[src/rtl/stac_multi_tdr.sv]
// Serial test access controller: 16-state TAP, IR_W-bit IR, N_TDR selectable TDRs plus bypass.
// WSO is combinational from the shift stage; updates land one TCLK after UpdDR/UpdIR; no backpressure.
module stac_multi_tdr #(
  parameter int                IR_W    = 8,
  parameter int                TDR_W   = 33,
  parameter int                N_TDR   = 4,
  parameter logic [N_TDR-1:0]  RO_MASK = N_TDR'(4'b1000)
) (
  input  logic                     TCLK,
  input  logic                     TRESETN,
  input  logic                     TMS,
  input  logic                     WSI,
  output logic                     WSO,
  input  logic [N_TDR*TDR_W-1:0]   tdr_pi,
  output logic [N_TDR*TDR_W-1:0]   tdr_po,
  output logic [N_TDR-1:0]         upd_stb,
  output logic [IR_W-1:0]          ir_out,
  output logic [3:0]               tap_state
);

  localparam logic [3:0] S_TLR   = 4'hF;
  localparam logic [3:0] S_RTI   = 4'hC;
  localparam logic [3:0] S_SELDR = 4'h7;
  localparam logic [3:0] S_CAPDR = 4'h6;
  localparam logic [3:0] S_SHDR  = 4'h2;
  localparam logic [3:0] S_EX1DR = 4'h1;
  localparam logic [3:0] S_PAUDR = 4'h3;
  localparam logic [3:0] S_EX2DR = 4'h0;
  localparam logic [3:0] S_UPDDR = 4'h5;
  localparam logic [3:0] S_SELIR = 4'h4;
  localparam logic [3:0] S_CAPIR = 4'hE;
  localparam logic [3:0] S_SHIR  = 4'hA;
  localparam logic [3:0] S_EX1IR = 4'h9;
  localparam logic [3:0] S_PAUIR = 4'hB;
  localparam logic [3:0] S_EX2IR = 4'h8;
  localparam logic [3:0] S_UPDIR = 4'hD;

  logic [3:0]       r_state;
  logic [3:0]       w_next;
  logic [IR_W-1:0]  r_ir_sr;
  logic [IR_W-1:0]  r_ir;
  logic             r_byp;
  logic [N_TDR-1:0] w_sel;
  logic [N_TDR-1:0] w_so;
  logic             w_byp_sel;

  always_comb begin
    w_next = r_state;
    case (r_state)
      S_TLR:   w_next = TMS ? S_TLR   : S_RTI;
      S_RTI:   w_next = TMS ? S_SELDR : S_RTI;
      S_SELDR: w_next = TMS ? S_SELIR : S_CAPDR;
      S_CAPDR: w_next = TMS ? S_EX1DR : S_SHDR;
      S_SHDR:  w_next = TMS ? S_EX1DR : S_SHDR;
      S_EX1DR: w_next = TMS ? S_UPDDR : S_PAUDR;
      S_PAUDR: w_next = TMS ? S_EX2DR : S_PAUDR;
      S_EX2DR: w_next = TMS ? S_UPDDR : S_SHDR;
      S_UPDDR: w_next = TMS ? S_SELDR : S_RTI;
      S_SELIR: w_next = TMS ? S_TLR   : S_CAPIR;
      S_CAPIR: w_next = TMS ? S_EX1IR : S_SHIR;
      S_SHIR:  w_next = TMS ? S_EX1IR : S_SHIR;
      S_EX1IR: w_next = TMS ? S_UPDIR : S_PAUIR;
      S_PAUIR: w_next = TMS ? S_EX2IR : S_PAUIR;
      S_EX2IR: w_next = TMS ? S_UPDIR : S_SHIR;
      S_UPDIR: w_next = TMS ? S_SELDR : S_RTI;
      default: w_next = S_TLR;
    endcase
  end

  always_ff @(posedge TCLK or negedge TRESETN) begin
    if (!TRESETN) r_state <= S_TLR;
    else          r_state <= w_next;
  end

  always_ff @(posedge TCLK or negedge TRESETN) begin
    if (!TRESETN) begin
      r_ir_sr <= '0;
      r_ir    <= '1;
    end else begin
      case (r_state)
        S_CAPIR: r_ir_sr <= IR_W'(1);
        S_SHIR:  r_ir_sr <= {WSI, r_ir_sr[IR_W-1:1]};
        S_UPDIR: r_ir    <= r_ir_sr;
        S_TLR:   r_ir    <= '1;
        default: ;
      endcase
    end
  end

  always_ff @(posedge TCLK or negedge TRESETN) begin
    if (!TRESETN)                r_byp <= 1'b0;
    else if (r_state == S_CAPDR) r_byp <= 1'b0;
    else if (r_state == S_SHDR)  r_byp <= WSI;
  end

  // Codes 1..N_TDR pick a channel; every other code (0, all-ones, out of range) is bypass.
  assign w_byp_sel = ~|w_sel;

  for (genvar k = 0; k < N_TDR; k++) begin : g_tdr
    logic [TDR_W-1:0] r_sr;
    logic [TDR_W-1:0] r_po;
    logic             r_stb;
    logic [TDR_W-1:0] w_cap;

    assign w_sel[k] = (r_ir == IR_W'(k + 1));
    // Read/write channels read back their own update register; read-only ones sample tdr_pi.
    assign w_cap    = RO_MASK[k] ? tdr_pi[k*TDR_W +: TDR_W] : r_po;

    always_ff @(posedge TCLK or negedge TRESETN) begin
      if (!TRESETN) begin
        r_sr  <= '0;
        r_po  <= '0;
        r_stb <= 1'b0;
      end else begin
        r_stb <= 1'b0;
        if (w_sel[k]) begin
          case (r_state)
            S_CAPDR: r_sr <= w_cap;
            S_SHDR:  r_sr <= {WSI, r_sr[TDR_W-1:1]};
            S_UPDDR: begin
              if (!RO_MASK[k]) begin
                r_po  <= r_sr;
                r_stb <= 1'b1;
              end
            end
            default: ;
          endcase
        end
      end
    end

    assign w_so[k]                    = r_sr[0];
    assign tdr_po[k*TDR_W +: TDR_W]   = r_po;
    assign upd_stb[k]                 = r_stb;
  end

  always_comb begin
    WSO = 1'b0;
    case (r_state)
      S_SHIR:  WSO = r_ir_sr[0];
      S_SHDR:  WSO = w_byp_sel ? r_byp : |(w_sel & w_so);
      default: ;
    endcase
  end

  assign ir_out    = r_ir;
  assign tap_state = r_state;

endmodule
[config.mk]
export PLATFORM = sky130hd
export DESIGN_NAME = stac_multi_tdr
export DESIGN_NICKNAME = d
export VERILOG_FILES = /design/src/rtl/stac_multi_tdr.sv
export SDC_FILE = /design/constraint.sdc
export NUM_CORES = 1
export LEC_CHECK = 0
export ABC_AREA = 1
export CAP_MARGIN = 20
export CORE_UTILIZATION = 53
export CTS_CLUSTER_SIZE = 20
export DETAILED_ROUTE_END_ITERATION = 16
export PLACE_DENSITY = 0.89
export SYNTH_ARGS = -nofsm -noshare
export SYNTH_HDL_FRONTEND = slang
export SYNTH_SLANG_ARGS = --single-unit
[constraint.sdc]
create_clock -name TCLK -period 3.42 [get_ports TCLK]
set_input_delay 0.855 -clock TCLK [delete_from_list [all_inputs] [get_ports TCLK]]
set_output_delay 0.855 -clock TCLK [all_outputs]
set_load 0.01 [all_outputs]
==> results of run 1 <==
-- stage by stage --
stage / utilization / instances / power [mW] / area [µm²]
finish: 0.645 / 1693 / 7.32 / 13600
global route: 0.645 / 1693 / 7.64 / 13600
CTS: 0.644 / 1691 / 7.36 / 13500
detailed placement: 0.606 / 1645 / 4.66 / 12700
global placement: 0.606 / 1645 / 4.62 / 12700
floorplan: - / 1315 / 4.23 / 11500
-- critical path: stages, from the launching register on --
cell and delay (ns):
dfstp_2 0.55, nor2_1 0.06, nand2_2 0.16, clkinvlp_4 0.17, nand2_1 0.16, nand3_1 0.09
nand2_1 0.08, nand2_1 0.05, nand2_1 0.10, clkdlybuf4s50_1 0.55
-- area by class of cell --
type	instances	area share
Multi-Input combinational cell	816	0.283
Sequential cell	255	0.472
Clock inverter	5	0.00369
Inverter	130	0.0363
Clock buffer	41	0.0559
Timing Repair Buffer	170	0.123
Tap cell	275	0.0254
Timing Repair inverter	1	0.000554
-- power by group --
| part | internal (mW) | switching, mW | leakage, nW | total (mW) |
|---|---|---|---|---|
| logic | 0.404 | 0.823 | 2.12 | 1.23 |
| registers | 3.26 | 0.145 | 3.33 | 3.40 |
| clock network | 1.59 | 1.10 | 0.397 | 2.69 |
| total | 5.25 | 2.07 | 5.85 | 7.32 |
-- sequential cells by signal, indices dropped and copies added, names as in the netlist --
name / flops
tap_state: 4
r_ir_sr: 8
g_tdr.r_po: 99
r_byp: 1
g_tdr.r_stb: 3
g_tdr.r_sr: 132
ir_out: 8
-- metal layers --
metal  vias to the layer above  share of wire  global-route usage
li1                       4319              -                   -
met1                      4269           0.42               0.302
met2                       253           0.48               0.361
met3                        48          0.071              0.0509
met4                         0          0.020              0.0593
met5                         -              0                   0
-- logic make-up after synthesis --
group | count (synthesis)
other | 1
flip-flops | 255
AO/OA/AOI/OAI | 349
buffers and inverters | 244
AND/OR/NAND/NOR | 433
-- final timing paths --
path,cells after the start,start,to,slack (ns)
worst max-delay path,9,ir_out[7]$_DFFE_PN1P_,WSO,0.09
worst min-delay path,1,TRESETN,g_tdr[0].r_po[19]$_DFFE_PN0P_,0.30
worst max register to register,9,tap_state[1]$_DFF_PN1_,g_tdr[1].r_sr[32]$_DFFE_PN0P_,0.92
worst min register to register,2,ir_out[6]$_DFFE_PN1P_,ir_out[6]$_DFFE_PN1P_,0.47
max in group asynchronous,2,TRESETN,g_tdr[2].r_sr[20]$_DFFE_PN0P_,2.12
min in group TCLK,2,ir_out[6]$_DFFE_PN1P_,ir_out[6]$_DFFE_PN1P_,0.47
-- cell usage in the layout, fill, tap and decap left out --
cell type,n
nand2_1,357
dfrtp_1,243
clkdlybuf4s50_1,150
inv_1,123
o21ai_0,119
o21ai_1,91
nor2_1,52
a31oi_1,37
a21oi_1,35
conb_1,34
a22oi_1,32
clkbuf_16,27
o21ai_2,21
buf_4,18
nand3_1,12
dfstp_2,12
clkbuf_1,11
a32oi_1,8
o22ai_1,6
inv_2,5
nand2_2,4
nor2_4,4
clkinv_2,4
clkbuf_8,3
clkinvlp_4,2
nand3_2,2
nor2_8,1
clkinv_1,1
nand3_4,1
bufinv_16,1
buf_8,1
buf_12,1
-- synth_stat cells, types with 12 or more instances --
| library cell | n |
|---|---|
| o21ai_2 | 21 |
| o21ai_0 | 119 |
| buf_2 | 33 |
| dfstp_2 | 12 |
| nand3_1 | 12 |
| nand2_1 | 359 |
| buf_6 | 17 |
| nor2_1 | 53 |
| inv_1 | 123 |
| a21oi_1 | 35 |
| o21ai_1 | 91 |
| clkbuf_1 | 17 |
| buf_4 | 45 |
| a31oi_1 | 37 |
| dfrtp_1 | 243 |
| a22oi_1 | 32 |
-- timing repair --
action	CTS	global route
setup endpoints to repair	0	1
gates resized for setup	0	3
buffers inserted	0	1
==> reports/summary.txt, run 1 <==
TritonCTS clock tree: yes
clock buffer depth: 3
Layout fillers: 1609
Max Cap Violations: 0
Seq/Total Area, Yosys: 0.564
HP Class: in2async
CP Launch Type: flop
DR pass1 iterations: 5
Setup TNS: 0 ns
maximum clock frequency: 301 MHz
clock root cell: clkbuf_16
Final setup violation count: 0
Ant. Diodes: 0
DR iter-0 viols: 517
area leader, netlist: dfrtp_1
antenna violations before repair: 0
Mapped Cells: 1282
# DRC: 0
#FFs+latches synth: 255
core area: 21000 µm²
Synth async-reset ratio: 1.00
critical path class: reg2out
Worst EP required: 2.56 ns
area of the multi-input gates: 3840 µm²
worst skew pair latency: 0.51 ns
hold_ws: 0.304 ns
Slew @ Worst Pin: 0.946 ns
total of warnings raised by yosys: 33
Max Slew Vio Count: 0
Starting Density: 0.540
xor-xnor portion of the synthesized cell area: 0
Max VDD drop: 590 µV
Synth Area in Adders: 0
RSZ-0062 raised after global routing: no
commonest register cell after synthesis: dfrtp_1
crit end category: output port
clock sinks: 255
outcome: finished clean
Post-CTS Hold Buffers: 0
layout cells sized above 1: 0.0755
Syn-to-layout area delta: 19.5%
routability cong.: 0.840
Synth Area in Simple Gates: 0.150
Reg clk slew, reported paths: 0.06 ns
Cell variety after synth: 28
Synth Area in Compound Gates: 0.175
post-route minimum period: 3.33 ns
main combinational cell family by area after synthesis: compound AO/OA/AOI/OAI gates
die height: 148 µm
GR Overflow Total: 0
power per cell area: 540 nW/µm²
register area: 6400 µm²
layout net count: 1536
Post-synth EDFFs: 0
DIE AREA: 22000 µm²
PortBufs: 151
Final Worst Setup Slack: 0.0949 ns
CTS Buf Count: 26
first-pass GRT wire length: 40500 µm
Tcrit/Tclk final: 0.972
critical path fanouts, max: 5
WP data arrival: 2.47 ns
wire per inst: 14.3 µm
worst slack, placed: 0.587 ns
pin count of the biggest net entering global routing: 111
DRT Wirelength: 24100 µm
vias per inst: 5.25
H-tree depth: 1
total number of vias: 8889
Antenna Nets Post-Route: 0
number of global-route vias before repair: 8300
# IOs: 285
Tot GR Track Use: 0.222
Leak Pwr: 5.85 nW
Post-Syn Area: 11300 µm²
synth top area cells: dfrtp_1, nand2_1, o21ai_0
Slew HR: 0.369
Final Hold Viols: 0
Worst Skew: 0.00905 ns
site row count: 53
Synth top area share: 0.536
multiplexer share of the synthesized area: 0
mean post-synth cell area: 8.85 µm²
hpwl dp: 15300 µm
Die X-Extent: 148 µm
No activity file was read; power rests on OpenSTA's default activity.
==> run 2: changes to the inputs <==
==> constraint.sdc (replaced) <==
create_clock -name TCLK -period 4.11 [get_ports TCLK]
set_input_delay 1.0275 -clock TCLK [delete_from_list [all_inputs] [get_ports TCLK]]
set_output_delay 1.0275 -clock TCLK [all_outputs]
set_load 0.01 [all_outputs]
==> run 2 against run 1 <==
Flip-flop and latch count unchanged; sequential power decreased by 17%; worst hold slack improved by 0.17 ns; wire length increased by 1.4%; clock power decreased by 13%; combinational power decreased by 18%; via count decreased by 0.46%; critical path depth unchanged; global-route usage increased by 0.12 points; largest cell class unchanged; largest power group unchanged.
==> reports/summary.txt, run 2 (synthesis gave the netlist of run 1 again) <==
DR iter-0 viols: 641 (+24%)
H-tree depth: 1 (unchanged)
RSZ-0062 raised after global routing: no
routability cong.: 0.846 (+0.65%)
critical path class: reg2out
clock buffer depth: 3 (unchanged)
wire per inst: 14.5 µm (+1.8%)
DR pass1 iterations: 5 (unchanged)
global routing met3 resource utilization: 0.0561 (+0.00521)
most common cell after layout, fill and taps aside: nand2_1
antenna violations before repair: 0 (unchanged)
dpl cells: 1638 (-0.43%)
post-CTS resize count: 0 (unchanged)
post-route minimum period: 3.62 ns
met2 Usage GRT: 0.363 (+0.00235)
worst slack, placed: 1.05 ns (+0.463 ns)
DRT Wirelength: 24500 µm (+1.4%)
final core utilization: 0.646 (+0.00125)
CP Launch Type: flop
layout cells sized above 1: 0.0744 (-0.00110)
crit end category: output port
Final Hold Viols: 0 (unchanged)
CTS Buf Count: 26 (unchanged)
core area: 21000 µm² (unchanged)
first-pass GRT wire length: 40400 µm (-0.17%)
# DRC: 0 (unchanged)
WP data arrival: 2.59 ns (+0.12 ns)
critical path fanouts, max: 10 (+5)
total setup buffers inserted after CTS: 0 (unchanged)
Syn-to-layout area delta: 19.8%
PortBufs: 151 (unchanged)
Slew HR: 0.381 (+0.0113)
Layout fillers: 1611 (+0.12%)
total number of vias: 8848 (-0.46%)
worst skew pair latency: 0.52 ns (about the same)
Non-Filler Instances: 1687 (-0.35%)
Worst EP required: 3.08 ns (+0.52 ns)
power per cell area: 455 nW/µm² (-16%)
vias per inst: 5.24 (-0.11%)
Final setup violation count: 0 (unchanged)
HP Class: reg2reg
area of the multi-input gates: 3840 µm² (about the same)
pin count of the biggest net entering global routing: 105 (-5.4%)
# IOs: 285 (unchanged)
TritonCTS clock tree: yes
GRT Max-Usage Layer: met2
Tot GR Track Use: 0.224 (+0.00119)
die height: 148 µm (unchanged)
Starting Density: 0.540 (unchanged)
grt met1 use: 0.299 (-0.00287)
Antenna Nets Post-Route: 0 (unchanged)
Slew @ Worst Pin: 0.929 ns (-0.0169 ns)
Ant. Diodes: 0 (unchanged)
GR Overflow Total: 0 (unchanged)
outcome: finished clean
Setup TNS: 0 ns (unchanged)
Tcrit/Tclk final: 0.881
Final Worst Setup Slack: 0.489 ns (+0.394 ns)
Die X-Extent: 148 µm (unchanged)
Max Slew Vio Count: 0 (unchanged)
maximum clock frequency: 276 MHz
Max VDD drop: 403 µV (-32%)
Post-CTS Hold Buffers: 0 (unchanged)
clock sinks: 255 (unchanged)
max reg flops: 132 (unchanged)
Max Cap Violations: 0 (unchanged)
DIE AREA: 22000 µm² (unchanged)
layout net count: 1529 (-0.46%)
Leak Pwr: 5.87 nW (+0.40%)
Largest regs: g_tdr.r_sr (132), g_tdr.r_po (99)
site row count: 53 (unchanged)
Reg clk slew, reported paths: 0.06 ns (about the same)
number of global-route vias before repair: 8347 (+0.57%)
Biggest register: g_tdr.r_sr
Worst Skew: 0.00716 ns (-0.00189 ns)
clock root cell: clkbuf_16
register area: 6400 µm² (unchanged)
hpwl dp: 15100 µm (-1.4%)
commonest cells after routing, fill and taps aside: nand2_1, dfrtp_1, clkdlybuf4s50_1
==> run 2: cell count changes in the layout (fill, tap and decap cells not counted), sizes merged <==
cell      previous run  this run
clkinvlp             2         0
clkbuf              41        39
buf                 20        14
clkinv               5         9
==> run 2: through the flow <==
stage	power, mW	hold slack [ns]	area (µm²)
after floorplan	3.52	0.464	11500
after global placement	3.85	0.456	12700
after detailed placement	3.88	0.454	12700
after CTS	6.23	0.470	13500
after global routing	6.46	0.483	13600
final	6.18	0.471	13600
==> run 2: worst paths after layout <==
path,start,end,slack (ns),depth (start not counted)
max,ir_out[5]$_DFFE_PN1P_,WSO,0.49,9
min in group asynchronous,TRESETN,g_tdr[0].r_sr[20]$_DFFE_PN0P_,0.52,1
min reg2reg,ir_out[4]$_DFFE_PN1P_,ir_out[4]$_DFFE_PN1P_,0.47,2
min,ir_out[4]$_DFFE_PN1P_,ir_out[4]$_DFFE_PN1P_,0.47,2
max in group asynchronous,TRESETN,g_tdr[3].r_sr[17]$_DFFE_PN0P_,2.65,2
max reg2reg,tap_state[3]$_DFF_PN1_,g_tdr[2].r_sr[11]$_DFFE_PN0P_,1.14,7
==> run 2: report_power, final <==
part	leakage, nW	total, mW	internal [mW]	switching [mW]
sequential	3.33	2.83	2.71	0.117
combinational	2.11	1.01	0.334	0.679
clock	0.430	2.34	1.38	0.956
total	5.87	6.18	4.43	1.75
==> run 2: critical path: stages (launching register included) <==
cell	delay [ns]
dfstp_2	0.54
nor2_1	0.05
nand2_1	0.11
clkinv_1	0.26
nand2_1	0.22
nand3_1	0.09
nand2_1	0.08
nand2_1	0.05
nand2_1	0.11
clkdlybuf4s50_1	0.57
==> run 2: final cells by class <==
cell class | count | area share
clock buffers | 39 | 0.0582
clock inverters | 8 | 0.00479
inverters | 130 | 0.0359
multi-input cells | 816 | 0.282
flip-flops and latches | 255 | 0.471
well taps | 275 | 0.0253
repair buffers | 164 | 0.122
==> run 2: routing by layer <==
metal	wire, µm	up-vias
li1	-	4312
met1	10600	4250
met2	11700	245
met3	1730	41
met4	470	0
met5	0	-
==> run 3: changes to the inputs <==
--- a/config.mk
+++ b/config.mk
@@ -8,8 +8,10 @@
 export ABC_AREA = 1
 export CAP_MARGIN = 20
 export CORE_UTILIZATION = 53
+export CTS_BUF_LIST = sky130_fd_sc_hd__clkbuf_16
 export CTS_CLUSTER_SIZE = 20
 export DETAILED_ROUTE_END_ITERATION = 16
+export GPL_ROUTABILITY_DRIVEN = 0
 export PLACE_DENSITY = 0.89
 export SYNTH_ARGS = -nofsm -noshare
 export SYNTH_HDL_FRONTEND = slang
==> run 3 against run 2 <==
Combinational power about the same; via count hardly changed; cell count did not move; clock-buffer cell count shrank 12; critical path type unchanged; global-route usage about the same; sequential share of layout area is 0.24 points higher; wire length decreased by 0.15%.
==> reports/summary.txt, run 3 (synthesis gave the netlist of run 1 again) <==
reg2reg path depth: 7 (unchanged)
critical path class: reg2out
DR pass1 iterations: 5 (unchanged)
layout net count: 1529 (unchanged)
TritonCTS clock tree: yes
Die X-Extent: 148 µm (unchanged)
outcome: finished clean
Hold Path Depth: 2 (unchanged)
Tot GR Track Use: 0.224 (about the same)
CP Launch Type: flop
critical path fanouts, max: 10 (unchanged)
total setup buffers inserted after CTS: 0 (unchanged)
Slew HR: 0.384 (+0.00326)
post-route minimum period: 3.62 ns (-0.00184 ns)
RSZ-0062 raised after global routing: no
die height: 148 µm (unchanged)
total number of vias: 8844 (-0.045%)
WP data arrival: 2.59 ns (about the same)
Slew @ Worst Pin: 0.924 ns (-0.00489 ns)
DIE AREA: 22000 µm² (unchanged)
commonest cells after routing, fill and taps aside: nand2_1, dfrtp_1, clkdlybuf4s50_1
layout cells sized above 1: 0.0694 (-0.00496)
pin count of the biggest net entering global routing: 105 (unchanged)
HP Class: reg2reg
hpwl dp: 15100 µm (unchanged)
DRT Wirelength: 24400 µm (-0.15%)
clock root cell: clkbuf_16
Setup TNS: 0 ns (unchanged)
max reg flops: 132 (unchanged)
# IOs: 285 (unchanged)
Final Hold Viols: 0 (unchanged)
GR Overflow Total: 0 (unchanged)
Post-CTS Hold Buffers: 0 (unchanged)
vias per inst: 5.24 (about the same)
Ant. Diodes: 0 (unchanged)
crit end category: output port
Final setup violation count: 0 (unchanged)
Design Area, Final: 13500 µm² (-0.52%)
Antenna Nets Post-Route: 0 (unchanged)
CTS Buf Count: 26 (unchanged)
clock buffer depth: 3 (unchanged)
Biggest register: g_tdr.r_sr
Max Slew Vio Count: 0 (unchanged)
power per cell area: 447 nW/µm² (-1.8%)
Max Cap Violations: 0 (unchanged)
worst reg2reg startpoint: tap_state[3]$_DFF_PN1_
Tcrit/Tclk final: 0.881 (about the same)
Starting Density: 0.540 (unchanged)
# DRC: 0 (unchanged)
PortBufs: 151 (unchanged)
Leak Pwr: 5.86 nW (-0.32%)
wire per inst: 14.5 µm (-0.15%)
first-pass GRT wire length: 40400 µm (-0.16%)
number of global-route vias before repair: 8402 (+0.66%)
Syn-to-layout area delta: 19.1%
Reg2Reg Setup Slack: 1.14 ns (about the same)
H-tree depth: 1 (unchanged)
most common cell after layout, fill and taps aside: nand2_1
Layout fillers: 1615 (+0.25%)
hold path start: ir_out[6]$_DFFE_PN1P_
post-CTS resize count: 0 (unchanged)
Max VDD drop: 436 µV (+8.0%)
antenna violations before repair: 0 (unchanged)
Reg clk slew, reported paths: 0.06 ns (about the same)
Worst EP required: 3.08 ns (about the same)
R2R Path End: g_tdr[2].r_sr[11]$_DFFE_PN0P_
clock sinks: 255 (unchanged)
Worst Skew: 0.0109 ns (+0.00375 ns)
site row count: 53 (unchanged)
placed inst area: 12700 µm² (unchanged)
worst skew pair latency: 0.53 ns (about the same)
Largest regs: g_tdr.r_sr (132), g_tdr.r_po (99)
DR iter-0 viols: 640 (-0.16%)
core area: 21000 µm² (unchanged)
hold path endpoint: ir_out[6]$_DFFE_PN1P_
maximum clock frequency: 276 MHz (about the same)
-- run 3: changes by cell type in the layout (fill, tap and decap cells not counted) --
cell,delta
clkbuf_1,-5
clkinv_1,+7
clkbuf_8,-7
inv_1,+5
-- run 3: report_power, final --
group / switching [mW] / total (mW) / internal, mW
logic: 0.683 / 1.02 / 0.334
clock network: 0.956 / 2.20 / 1.24
registers: 0.118 / 2.83 / 2.71
-- run 3: worst max-delay path by stage --
stage | start | endpoint | slack [ns] | depth (start not counted)
floorplan | tap_state[1]$_DFF_PN1_ | WSO | 1.63 | 8
global placement | ir_out[5]$_DFFE_PN1P_ | WSO | 1.12 | 9
detailed placement | ir_out[5]$_DFFE_PN1P_ | WSO | 1.05 | 9
CTS | ir_out[5]$_DFFE_PN1P_ | WSO | 0.49 | 9
global route | ir_out[5]$_DFFE_PN1P_ | WSO | 0.35 | 9
finish | ir_out[5]$_DFFE_PN1P_ | WSO | 0.49 | 9
-- run 3: per-layer routing --
layer,GRT usage,part of all wire
met5,0.00909,0
met1,0.297,0.43
met4,0.0629,0.021
met3,0.0558,0.067
met2,0.364,0.48
-- run 3: critical path, stage by stage (launching register included) --
cell and delay (ns):
dfstp_2 0.54, nor2_1 0.05, nand2_1 0.11, clkinv_1 0.26, nand2_1 0.22, nand3_1 0.09, nand2_1 0.07, nand2_1 0.05
nand2_1 0.11, clkdlybuf4s50_1 0.57
-- run 3: final cells by class --
cell class	instances	area, µm²	share of cell area
Clock buffer	27	676	0.0500
Sequential cell	255	6400	0.473
Clock inverter	20	110	0.00815
Timing Repair Buffer	164	1660	0.123
Tap cell	275	344	0.0255
Multi-Input combinational cell	816	3840	0.284
Inverter	130	488	0.0361
-- run 3: stage by stage --
stage,utilization,worst slack (ns),instances,hold slack (ns),power (mW)
finish,0.643,0.490,1687,0.471,6.04
global route,0.643,0.348,1687,0.483,6.32
CTS,0.641,0.489,1685,0.470,6.09
detailed placement,0.604,1.05,1638,0.454,3.88
global placement,0.604,1.12,1638,0.456,3.85
floorplan,-,1.63,1315,0.464,3.52
